==> config.mk <==
export PLATFORM = sky130hd
export DESIGN_NAME = signed_square_accum
export DESIGN_NICKNAME = d
export VERILOG_FILES = /design/src/rtl/pwr_pkg.sv /design/src/rtl/signed_square.sv /design/src/rtl/signed_square_accum.sv
export SDC_FILE = /design/constraint.sdc
export NUM_CORES = 1
export LEC_CHECK = 0
export BUFFER_PORTS_ARGS = -buffer_cell sky130_fd_sc_hd__buf_4
export CAP_MARGIN = 5
export CELL_PAD_IN_SITES_DETAIL_PLACEMENT = 2
export CELL_PAD_IN_SITES_GLOBAL_PLACEMENT = 2
export CORE_ASPECT_RATIO = 0.7
export CORE_MARGIN = 4
export CORE_UTILIZATION = 27
export DETAILED_ROUTE_END_ITERATION = 8
export PLACE_DENSITY = 0.65
export REMOVE_ABC_BUFFERS = 1
export SYNTH_ARGS = -nofsm -noshare
export SYNTH_HDL_FRONTEND = slang
export SYNTH_SLANG_ARGS = --single-unit
==> constraint.sdc <==
create_clock -name clk_i -period 10.05 [get_ports clk_i]
set_clock_uncertainty 0.2 [all_clocks]
set_input_delay 2.01 -clock clk_i [delete_from_list [all_inputs] [get_ports clk_i]]
set_output_delay 2.01 -clock clk_i [all_outputs]
set_load 0.03 [all_outputs]
==> src/rtl/pwr_pkg.sv <==
// Width helpers and pipeline constants shared by the power detector blocks.
// Latency: n/a (package only).
// Backpressure: n/a (package only).
package pwr_pkg;

    // Input sample to output pulse latency in clocks
    localparam int PWR_LAT = 3;

    // Width of one unsigned square of a signed w-bit sample
    function automatic int sq_w(input int w);
        return 2 * w - 1;
    endfunction

    // Width of the sum of n squares
    function automatic int sum_w(input int w, input int n);
        return sq_w(w) + $clog2(n);
    endfunction

    // Width of the window accumulator (2**l beats of n squares)
    function automatic int acc_w(input int w, input int n, input int l);
        return sum_w(w, n) + l;
    endfunction

endpackage

==> src/rtl/signed_square.sv <==
// Registered square of one two's-complement sample, result unsigned.
// Latency: 1 clock.
// Backpressure: none; a new sample is accepted every clock.
module signed_square
    import pwr_pkg::*;
#(
    parameter int WIDTH = 8
) (
    input  logic                     clk_i,
    input  logic                     rst_i,
    input  logic [WIDTH-1:0]         in_i,
    output logic [sq_w(WIDTH)-1:0]   out_o
);

    localparam int SQ_W = sq_w(WIDTH);

    logic signed [2*WIDTH-1:0] prod;

    // Full-width signed product; the top bit is always zero for a square
    always_comb begin
        prod = $signed(in_i) * $signed(in_i);
    end

    // Register the square; the most negative input squared still fits SQ_W bits
    always_ff @(posedge clk_i) begin
        if (rst_i) begin
            out_o <= '0;
        end else begin
            out_o <= SQ_W'(prod);
        end
    end

endmodule

==> src/rtl/signed_square_accum.sv <==
// Multi-channel power detector: squares NCH samples, sums them, accumulates over 2**LOG2_WIN valid beats.
// Latency: 3 clocks from the last beat of a window to the pwr_valid_o pulse.
// Backpressure: none; full rate, valid_i gaps are skipped, clear_i drops the window and in-flight beats.
module signed_square_accum
    import pwr_pkg::*;
#(
    parameter int WIDTH    = 8,
    parameter int NCH      = 8,
    parameter int LOG2_WIN = 4
) (
    input  logic                                 clk_i,
    input  logic                                 rst_i,
    input  logic [NCH*WIDTH-1:0]                 in_i,
    input  logic                                 valid_i,
    input  logic                                 clear_i,
    input  logic [acc_w(WIDTH,NCH,LOG2_WIN)-1:0] thresh_i,
    output logic [acc_w(WIDTH,NCH,LOG2_WIN)-1:0] pwr_o,
    output logic                                 pwr_valid_o,
    output logic                                 over_o
);

    localparam int SQ_W  = sq_w(WIDTH);
    localparam int SUM_W = sum_w(WIDTH, NCH);
    localparam int ACC_W = acc_w(WIDTH, NCH, LOG2_WIN);
    localparam int WIN   = 1 << LOG2_WIN;
    localparam int CNT_W = (LOG2_WIN > 0) ? LOG2_WIN : 1;
    localparam logic [CNT_W-1:0] LAST = CNT_W'(WIN - 1);

    logic [SQ_W-1:0]  sq [NCH];
    logic             v1;
    logic [SUM_W-1:0] sum_c;
    logic [SUM_W-1:0] sum_q;
    logic             v2;
    logic [ACC_W-1:0] acc;
    logic [ACC_W-1:0] acc_next;
    logic [CNT_W-1:0] cnt;

    // Stage 1: one registered squarer per channel
    for (genvar c = 0; c < NCH; c++) begin : g_sq
        signed_square #(.WIDTH(WIDTH)) u_sq (
            .clk_i (clk_i),
            .rst_i (rst_i),
            .in_i  (in_i[c*WIDTH +: WIDTH]),
            .out_o (sq[c])
        );
    end

    // Stage 1 qualifier; a beat presented together with clear is dropped here
    always_ff @(posedge clk_i) begin
        if (rst_i || clear_i) begin
            v1 <= 1'b0;
        end else begin
            v1 <= valid_i;
        end
    end

    // Channel sum, widened so no carry is lost
    always_comb begin
        sum_c = '0;
        for (int c = 0; c < NCH; c++) begin
            sum_c = sum_c + SUM_W'(sq[c]);
        end
    end

    // Stage 2: register the channel sum and its qualifier
    always_ff @(posedge clk_i) begin
        if (rst_i) begin
            sum_q <= '0;
            v2    <= 1'b0;
        end else begin
            sum_q <= sum_c;
            v2    <= clear_i ? 1'b0 : v1;
        end
    end

    // Running total including the beat currently in stage 2
    always_comb begin
        acc_next = acc + ACC_W'(sum_q);
    end

    // Stage 3: accumulate, close the window on its last beat, clear wins over close
    always_ff @(posedge clk_i) begin
        if (rst_i) begin
            acc         <= '0;
            cnt         <= '0;
            pwr_o       <= '0;
            over_o      <= 1'b0;
            pwr_valid_o <= 1'b0;
        end else begin
            pwr_valid_o <= 1'b0;
            if (clear_i) begin
                acc <= '0;
                cnt <= '0;
            end else if (v2) begin
                if (cnt == LAST) begin
                    pwr_o       <= acc_next;
                    over_o      <= (acc_next >= thresh_i);
                    pwr_valid_o <= 1'b1;
                    acc         <= '0;
                    cnt         <= '0;
                end else begin
                    acc <= acc_next;
                    cnt <= cnt + CNT_W'(1);
                end
            end
        end
    end

endmodule

==> run_results.csv, run 1 <==
group,metric,value,unit
cts,clk_pin_slew,0.07,ns
power_and_ir_drop,power_density,365,nW/µm²
yosys,synth_top_cell_area_share,33.4,%
cts,cts_buffer_depth,2,
cts,post_cts_buffers,0,
yosys,synth-edff-count,0,
layout,final_cells,4094,
cts,cts_buffers,17,
route,drc,0,
yosys,postSynth.topFlopCell,"dfxtp_1",
timing,fin_hold_ws,0.258,ns
yosys,synth_top_area_cell,"fa_1",
route,firstDrtPassIters,4,
placed_design,numPortBuffers,113,
cts,clock-sinks,182,
power_and_ir_drop,ir_worst_vdd,0.485,mV
critical_path,slowest_stage,"a2111oi_0",
route,via_per_inst,4.43,
worst_hold_path,hp-class,"register to register",
route,ant_nets,0,
critical_path,end_kind,"register",
yosys,synth.area.top_cells,"fa_1 33%, dfxtp_1 15%, ha_1 12%, inv_1 9.6%, xnor2_1 3.9%",
timing,setup_tns,0,ns
yosys,async_flop_share,0,%
placed_design,pre_cts_ws,3.51,ns
timing,relSlewSlack,37.5,%
layout,final_common_cell,"inv_1",
critical_path,worstSetupStartpointType,"input port",
die,die_w,372,µm
critical_path,r2r_start,"g_sq[0].u_sq.out_o[2]",
grt,grt-ovfl-total,0,
layout,fillers,10300,
critical_path,worstSetupStartpoint,"in_i[49]",
cts,htree_levels,4,
cts,cts_tree,"yes",
placed_design,placed_cells,4062,
critical_path,slowest_delay,0.57,ns
timing,hold_viol,0,
timing,fin_ws,3.93,ns
die,start_util,27.3,%
cts,cts-root-buf,"clkbuf_16",
route,drt-total-wl,68900,µm
placed_design,dp_hpwl,60700,µm
critical_path,cp_max_fo,10,
flow_run,maxCapViolCount,0,
timing,rsz0062_at_grt,"false",
timing,setup_violations,0,
layout,finalNetCount,3603,
critical_path,r2r_slack,5.18,ns
yosys,synthCells,2786,
die,dieArea,97900,µm²
yosys,ys_seq_area_share,14.5,%
grt,grt_util_all_layers,14.4,%
status,status,"finished clean",
die,die_h,263,µm
layout,layout_common_cells,"640 x inv_1, 419 x fa_1, 248 x ha_1",
critical_path,worstPathArrival,6.27,ns
grt,antenna_found_initial,1,
cts,post_cts_resized,0,
yosys,yosysWarnings,0,
grt,grt_pass1_wl,114000,µm
cts,cts_hold_buf,0,
die,core,92000,µm²
power_and_ir_drop,p_leak,13.6,nW
placed_design,place_congestion,0.806,
yosys,ys_types,65,
route,num_vias,18200,
yosys,syn_area_per_cell,9.00,µm²
layout,antennaDiodeCount,0,
yosys,netlist_area,25100,µm²
timing,tightest_slew,0.934,ns
timing,period_share,60.9,%
critical_path,crit_required,10.20,ns
die,pin_count,114,
timing,finalCriticalPeriod,6.12,ns
layout,area_delta_synth_final,11.0,%
grt,grt_max_degree,142,
route,routedWlPerCell,16.8,µm
timing,slew_viol_final,0,
route,drtIter0Drc,592,
grt,grt_pass1_vias,21200,
critical_path,crit_chain,"buf_4 -> and2_1 -> inv_1 -> fa_1 -> inv_1 -> fa_1 -> fa_1 -> inv_1 -> fa_1 -> inv_1 -> ha_1 -> nor3_1 -> o21ai_0 -> a2111oi_0 -> o21ai_0 -> a21oi_1",
die,row_count,93,
yosys,ys_ff_latch,182,
layout,drive_above_1_share,6.54,%
cts,clkLatencyLatePin,0.45,ns
timing,fmax,163,MHz
critical_path,crit_type,"input port to register",
worst_hold_path,min-delay-start,"v1",
stage by stage:
step	power, W	utilization (%)	area (µm²)
floorplan	0.00717	-	24800
global placement	0.00911	29.6	27200
detailed placement	0.00948	29.6	27200
CTS	0.0103	30.2	27800
global route	0.0115	30.2	27800
finish	0.0102	30.2	27800
critical path: cells and delay by family:
family | cells | cell delay, ns
AOI/OAI and AO/OA | 4 | 1.27
adders and majority gates | 5 | 2.20
buffers and inverters | 5 | 0.34
and+or+nand+nor | 2 | 0.44
synthesized netlist by cell type (all sizes together), types with 3 or more instances:
master	number
nor3b	12
o211ai	7
o21ai	50
clkbuf	69
o31a	12
a41o	4
a21o	33
a211oi	12
nor2b	84
nand3b	4
nor4	5
and2	103
a31o	5
and3	20
or2	12
mux2	14
buf	9
o21bai	13
a22o	9
inv	640
xor2	42
a21oi	86
o22ai	3
fa	419
nor2	190
nand2b	21
o31ai	5
nor3	56
o21a	16
ha	248
or3	18
xnor2	111
nand3	25
a2111oi	5
o2111ai	5
dfxtp	182
a31oi	14
nand2	181
nand4	6
a22oi	9
sequential cells by signal, indices dropped and copies added (netlist names):
| register | count |
|---|---|
| v2 | 1 |
| pwr_valid_o | 1 |
| v1 | 1 |
| cnt | 4 |
| over_o | 1 |
| acc | 22 |
| pwr_o | 22 |
| sum_q | 18 |
| g_sq.u_sq.out_o | 112 |
layout make-up:
cell class	count	area, µm²	area share, %
clock buffer	19	453	1.63
multi-input combinational	1888	18700	67.3
timing repair buffer	117	891	3.20
inverter	640	2400	8.63
sequential	182	3640	13.1
tap	1235	1550	5.55
clock inverter	13	159	0.571
logic make-up (layout without fill, tap and decap cells):
kind of cell / after synthesis / in the layout / synth area share (%)
DFF: 182 / 182 / 14.5
buffers and inverters: 718 / 789 / 10.8
AOI/OAI and AO/OA: 305 / 305 / 8.21
and+or+nand+nor: 743 / 743 / 14.6
adders and majority gates: 667 / 667 / 45.8
other: 2 / 4 / 0.0299
xor gates and xnor gates: 153 / 153 / 5.34
muxes: 16 / 16 / 0.708
where the power goes:
part | switching, W | internal, W | leakage [nW]
Clock | 0.000322 | 0.000388 | 0.301
Combinational | 0.00493 | 0.00347 | 11.8
Sequential | 0.0000906 | 0.000954 | 1.50
worst paths after layout:
| kind | end | depth (start not counted) |
|---|---|---|
| max reg2reg | sum_q[16] | 17 |
| min | v2 | 1 |
| min reg2reg | v2 | 1 |
| max | g_sq[6].u_sq.out_o[13] | 16 |
routing by layer:
layer	global-route usage (%)	vias up	share of wire [%]
li1	-	8674	-
met2	23.8	129	46
met3	1.57	37	2.0
met4	2.00	0	0.99
met1	20.8	9310	51
met5	0	-	0
Note: power is estimated with default switching activity, not from simulation.
==> run 2, diff against run 1 <==
Settings changed: PLACE_DENSITY 0.65 to 0.67.
Clock period 10.05 ns to 5.1 ns, I/O delays scaled along.
==> run 2 against run 1 <==
Net effect:
- non-clock buffer count grew 246
- via count rose by 3.5%
- worst setup slack got worse by 3.6 ns
- global-route usage rose by 0.41 points
- critical path type unchanged
- highest routed layer unchanged
==> run_results.csv, run 2 (same netlist as run 1, synthesis figures left out) <==
group,metric,value,unit
critical_path,end_kind,"register",
power_and_ir_drop,p_leak,14.8,nW
layout,multi_input_area,18800,µm²
layout,fillers,10400,
status,status,"finished clean",
cts,cts_buffers,17,
route,drt-total-wl,70200,µm
die,die_w,372,µm
critical_path,worstPathArrival,4.92,ns
layout,layout_common_cells,"640 x inv_1, 419 x fa_1, 358 x buf_4",
critical_path,worstSetupStartpointType,"input port",
power_and_ir_drop,p_seq_share,9.8,%
die,core,92000,µm²
timing,fin_hold_ws,0.238,ns
cts,cts_buffer_depth,2,
grt,busiest_layer,"met2",
power_and_ir_drop,clockPowerShare,6.5,%
timing,slew_viol_final,0,
power_and_ir_drop,internal_power,0.0101,W
placed_design,place_congestion,0.762,
layout,top_register,"g_sq.u_sq.out_o",
placed_design,postPlaceCellArea,29100,µm²
grt,grt_pass1_wl,117000,µm
timing,setup_violations,0,
critical_path,crit_type,"input port to register",
route,drc,0,
grt,grt_util_all_layers,14.8,%
route,ant_nets,0,
timing,relSlewSlack,37.3,%
layout,reg.largest.list,"g_sq.u_sq.out_o (112), acc (22), pwr_o (22)",
cts,cts_tree,"yes",
timing,hold_viol,0,
route,routedWlPerCell,16.2,µm
timing,rsz0062_at_grt,"false",
layout,final_common_cell,"inv_1",
die,die_h,263,µm
layout,final_area,29700,µm²
flow_run,maxCapViolCount,0,
grt,use_met2,23.9,%
timing,fmax,208,MHz
grt,grt-ovfl-total,0,
timing,finalCriticalPeriod,4.81,ns
route,num_vias,18800,
die,pin_count,114,
critical_path,crit_required,5.21,ns
placed_design,numPortBuffers,113,
power_and_ir_drop,combPwrFrac,83.7,%
grt,grt_util_met1,22.0,%
power_and_ir_drop,power_density,708,nW/µm²
layout,area_delta_synth_final,18.5,%
timing,period_share,94.2,%
power_and_ir_drop,ir_worst_vdd,0.939,mV
die,row_count,93,
layout,regArea,3640,µm²
worst_hold_path,hp-class,"register to register",
cts,htree_levels,4,
route,firstDrtPassIters,4,
cts,clkLatencyLatePin,0.46,ns
grt,met3_usage,1.56,%
grt,grt_max_degree,153,
route,drtIter0Drc,611,
die,dieArea,97900,µm²
route,via_per_inst,4.33,
layout,finalNetCount,3849,
timing,tightest_slew,0.937,ns
layout,largest_reg_flops,112,
cts,cts-root-buf,"clkbuf_16",
power_and_ir_drop,p_switching,0.0109,W
die,start_util,27.3,%
power_and_ir_drop,p_sw_share,52.0,%
critical_path,cp_max_fo,4,
placed_design,dp_hpwl,61900,µm
grt,antenna_found_initial,1,
cts,clk_pin_slew,0.08,ns
layout,drive_above_1_share,14.0,%
grt,grt_pass1_vias,21600,
cts,clock-sinks,182,
## run 2: worst paths after layout
path                                            start                      to  slack (ns)  depth (start not counted)
worst max-delay path                         in_i[44]  g_sq[5].u_sq.out_o[14]        0.29                         18
worst min register to register                     v1                      v2        0.24                          1
worst max register to register  g_sq[0].u_sq.out_o[2]               sum_q[16]        0.34                         17
worst min-delay path                               v1                      v2        0.24                          1
## run 2: per-layer routing
layer	part of all wire, %	up-vias
met5	0	-
met2	45	103
met4	0.68	0
met3	1.8	29
li1	-	9179
met1	52	9468
## run 2: power groups by stage
stage	clock [W]	sequential [W]	combinational, W
3_3_place_gp	0	0.00209	0.0170
3_5_place_dp	0	0.00210	0.0176
6_report	0.00137	0.00206	0.0176
4_1_cts	0.00141	0.00207	0.0178
2_1_floorplan	0	0.00199	0.0121
5_1_grt	0.00147	0.00210	0.0202
## run 2: cell type report
type	instances	area share, %
Sequential cell	182	12.3
Clock buffer	17	1.43
Clock inverter	15	0.577
Multi-Input combinational cell	1888	63.1
Antenna cell	1	0.00842
Inverter	640	8.08
Timing Repair Buffer	363	9.35
Tap cell	1235	5.20
## run 2: what timing repair did
item                       4_1_cts  5_1_grt
hold buffers                     0        0
buffers inserted                 0        0
setup endpoints to repair        0        4
gates resized for setup          0        5
## run 2: metrics by stage
| step | worst slack (ns) | instances | TNS, ns | power, W | util [%] |
|---|---|---|---|---|---|
| 6_report | 0.294 | 4341 | 0 | 0.0210 | 32.3 |
| 5_1_grt | 0.0174 | 4341 | 0 | 0.0238 | 32.3 |
| 4_1_cts | 0.0953 | 4340 | 0 | 0.0213 | 32.3 |
| 3_5_place_dp | -0.373 | 4308 | -2.45 | 0.0197 | 31.6 |
| 3_3_place_gp | -0.310 | 4308 | -1.45 | 0.0191 | 31.6 |
| 2_1_floorplan | 0.223 | 2710 | 0 | 0.0141 | - |
## run 2: worst max-delay path, stage by stage
cell,delay (ns)
buf_4,0.12
inv_1,0.10
nor2_1,0.16
inv_1,0.07
fa_1,0.42
fa_1,0.53
inv_1,0.04
ha_1,0.30
fa_1,0.53
inv_1,0.06
fa_1,0.39
nor2b_1,0.17
o21ai_0,0.13
a21oi_1,0.23
buf_4,0.15
nor3_2,0.05
nor4_1,0.34
nor3_2,0.11
==> run 3, diff against run 2 <==
--- a/config.mk
+++ b/config.mk
@@ -14,4 +14,5 @@
 export CORE_UTILIZATION = 27
+export CTS_BUF_LIST = sky130_fd_sc_hd__clkbuf_2 sky130_fd_sc_hd__clkbuf_4 sky130_fd_sc_hd__clkbuf_8
 export DETAILED_ROUTE_END_ITERATION = 8
-export PLACE_DENSITY = 0.67
+export PLACE_DENSITY = 0.65
 export REMOVE_ABC_BUFFERS = 1
==> constraint.sdc (replaced) <==
create_clock -name clk_i -period 4.67 [get_ports clk_i]
set_clock_uncertainty 0.2 [all_clocks]
set_input_delay 1.1675 -clock clk_i [delete_from_list [all_inputs] [get_ports clk_i]]
set_output_delay 1.1675 -clock clk_i [all_outputs]
set_load 0.03 [all_outputs]
==> run 3 against run 2 <==
Net effect:
- final cell count rose by 4.5%
- first-iteration DRC count fell by 8.0%
- critical path type unchanged
- non-clock buffer count rose by 196
- wire length rose by 13%
- die area did not move
- the flow now finishes with violations (negative setup slack)
- worst hold slack improved by 0.018 ns
- sequential share of layout area fell by 1.2 points
- utilization rose by 3.6 points
- critical path depth fell by 2
- count of clock-buffer cells in the layout rose by 1
- via count rose by 7.2%
- register-to-register slack got worse by 0.34 ns
- largest cell class unchanged
==> run_results.csv, run 3 (same netlist as run 1, synthesis figures left out) <==
group,metric,value,unit
grt,grt_util_all_layers,15.9,%
layout,final_area,33100,µm²
cts,cts_buffers,17,
route,drtIter0Drc,562,
layout,reg.largest.list,"g_sq.u_sq.out_o (112), acc (22), pwr_o (22)",
layout,top_register,"g_sq.u_sq.out_o",
critical_path,r2r_cells,17,
route,routedWlPerCell,17.4,µm
critical_path,crit_required,4.93,ns
critical_path,end_kind,"register",
layout,final_common_cell,"inv_1",
cts,htree_levels,4,
timing,tightest_slew,0.958,ns
timing,finalCriticalPeriod,4.71,ns
grt,grt_max_degree,148,
cts,clock-sinks,182,
timing,rsz0062_at_grt,"true",
placed_design,numPortBuffers,113,
timing,slew_viol_final,0,
cts,clkLatencyLatePin,0.50,ns
die,pin_count,114,
grt,grt-ovfl-total,0,
route,firstDrtPassIters,4,
layout,largest_reg_flops,112,
route,via_per_inst,4.44,
placed_design,postPlaceCellArea,30300,µm²
timing,fin_ws,-0.0434,ns
critical_path,slowest_stage,"fa_1",
worst_hold_path,hp-class,"register to register",
die,die_w,372,µm
die,start_util,27.3,%
cts,cts_buffer_depth,2,
status,status,"complete, but fails checks",
worst_hold_path,hold-path-endpoint,"v2",
route,drc,0,
timing,hold_viol,0,
layout,fin_util,35.9,%
status,violations,"negative setup slack",
placed_design,place_congestion,0.797,
critical_path,crit_top_cell,"buf_4",
critical_path,r2r_slack,0,ns
layout,finalNetCount,4045,
timing,fin_hold_ws,0.256,ns
flow_run,maxCapViolCount,0,
route,ant_nets,0,
critical_path,crit_chain,"buf_4 -> buf_4 -> nand2_4 -> fa_2 -> buf_4 -> fa_1 -> fa_1 -> inv_1 -> fa_1 -> ha_1 -> or3_4 -> nor3_2 -> nand3b_1 -> a21o_1 -> a21oi_2 -> buf_4",
layout,layout_common_cells,"590 x inv_1, 498 x buf_4, 393 x fa_1",
cts,clk_pin_slew,0.11,ns
critical_path,r2r-end,"sum_q[16]",
grt,antenna_found_initial,1,
grt,grt_pass1_wl,127000,µm
cts,cts-root-buf,"clkbuf_8",
critical_path,cp_max_fo,4,
critical_path,worstPathArrival,4.97,ns
layout,fillers,10100,
placed_design,dp_hpwl,66700,µm
critical_path,worstSetupStartpointType,"input port",
critical_path,r2r_start,"g_sq[5].u_sq.out_o[2]",
timing,period_share,101,%
timing,fmax,212,MHz
die,row_count,93,
route,drt-total-wl,79100,µm
die,die_h,263,µm
timing,setup_violations,3,
route,num_vias,20100,
die,core,92000,µm²
layout,regArea,3650,µm²
placed_design,pre_cts_ws,-0.931,ns
cts,cts_hold_buf,0,
layout,area_delta_synth_final,31.8,%
critical_path,slowest_delay,0.52,ns
layout,multi_input_area,20500,µm²
die,dieArea,97900,µm²
layout,drive_above_1_share,29.3,%
timing,relSlewSlack,35.9,%
grt,grt_pass1_vias,23900,
cts,cts_tree,"yes",
critical_path,crit_type,"input port to register",
worst_hold_path,min-delay-start,"v1",
worst_hold_path,min_path_cells,1,
[run 3: changes by cell type in the layout (fill, tap and decap cells not counted), moves of 21 or more]
cell,delta
buf_4,+140
ha_1,-57
inv_1,-50
inv_2,+45
ha_4,+39
buf_6,+38
nand2_1,-35
a21oi_1,-30
fa_1,-26
fa_2,+26
nor2_1,-25
a21oi_2,+24
o21ai_0,-21
[run 3: critical path, delay by kind of cell]
| family | cells | cell delay [ns] |
|---|---|---|
| AND/OR/NAND/NOR | 4 | 0.76 |
| buffers and inverters | 5 | 0.60 |
| AO/OA/AOI/OAI | 2 | 0.31 |
| adder cells (fa/ha/maj) | 5 | 2.12 |
[run 3: layer usage]
metal / wire length, µm / global-route usage (%)
met1: 36700 / 21.6
met2: 40000 / 28.1
met3: 1560 / 1.41
met4: 837 / 2.12
met5: 0 / 0
[run 3: per-stage QoR]
| step | TNS (ns) | cells |
|---|---|---|
| floorplan | -4.93 | 2710 |
| global placement | -25.33 | 4470 |
| detailed placement | -32.53 | 4470 |
| CTS | -0.0137 | 4512 |
| global route | -2.15 | 4537 |
| finish | -0.0569 | 4537 |
[run 3: cell type report]
cell class,instances,area share (%)
Tap cell,1235,4.67
Sequential cell,182,11.0
Clock buffer,18,0.749
Clock inverter,14,0.397
Multi-Input combinational cell,1888,62.0
Timing Repair Buffer,559,13.8
Antenna cell,1,0.00757
Inverter,640,7.31
[run 3: repair_timing]
item | 4_1_cts | 5_1_grt
pin swaps | 62 | 183
gates cloned | 0 | 1
setup endpoints to repair | 32 | 52
gates resized for setup | 134 | 382
setup buffers | 10 | 23
endpoints found under the hold margin | 0 | 0
[run 3: worst max-delay path by stage]
stage,startpoint,endpoint,slack [ns],cells after the start
final,in_i[19],g_sq[2].u_sq.out_o[14],-0.04,16
after global routing,g_sq[5].u_sq.out_o[2],sum_q[16],-0.15,17
after CTS,in_i[11],g_sq[1].u_sq.out_o[12],-0.01,16
after detailed placement,in_i[49],g_sq[6].u_sq.out_o[12],-0.93,17
after global placement,in_i[54],g_sq[6].u_sq.out_o[12],-0.82,17
after floorplan,in_i[11],g_sq[1].u_sq.out_o[13],-0.35,16
Power of run 3 is left out: the tool's default activity adds up to more than one toggle a clock period on the data nets, which glitch-free logic cannot reach.
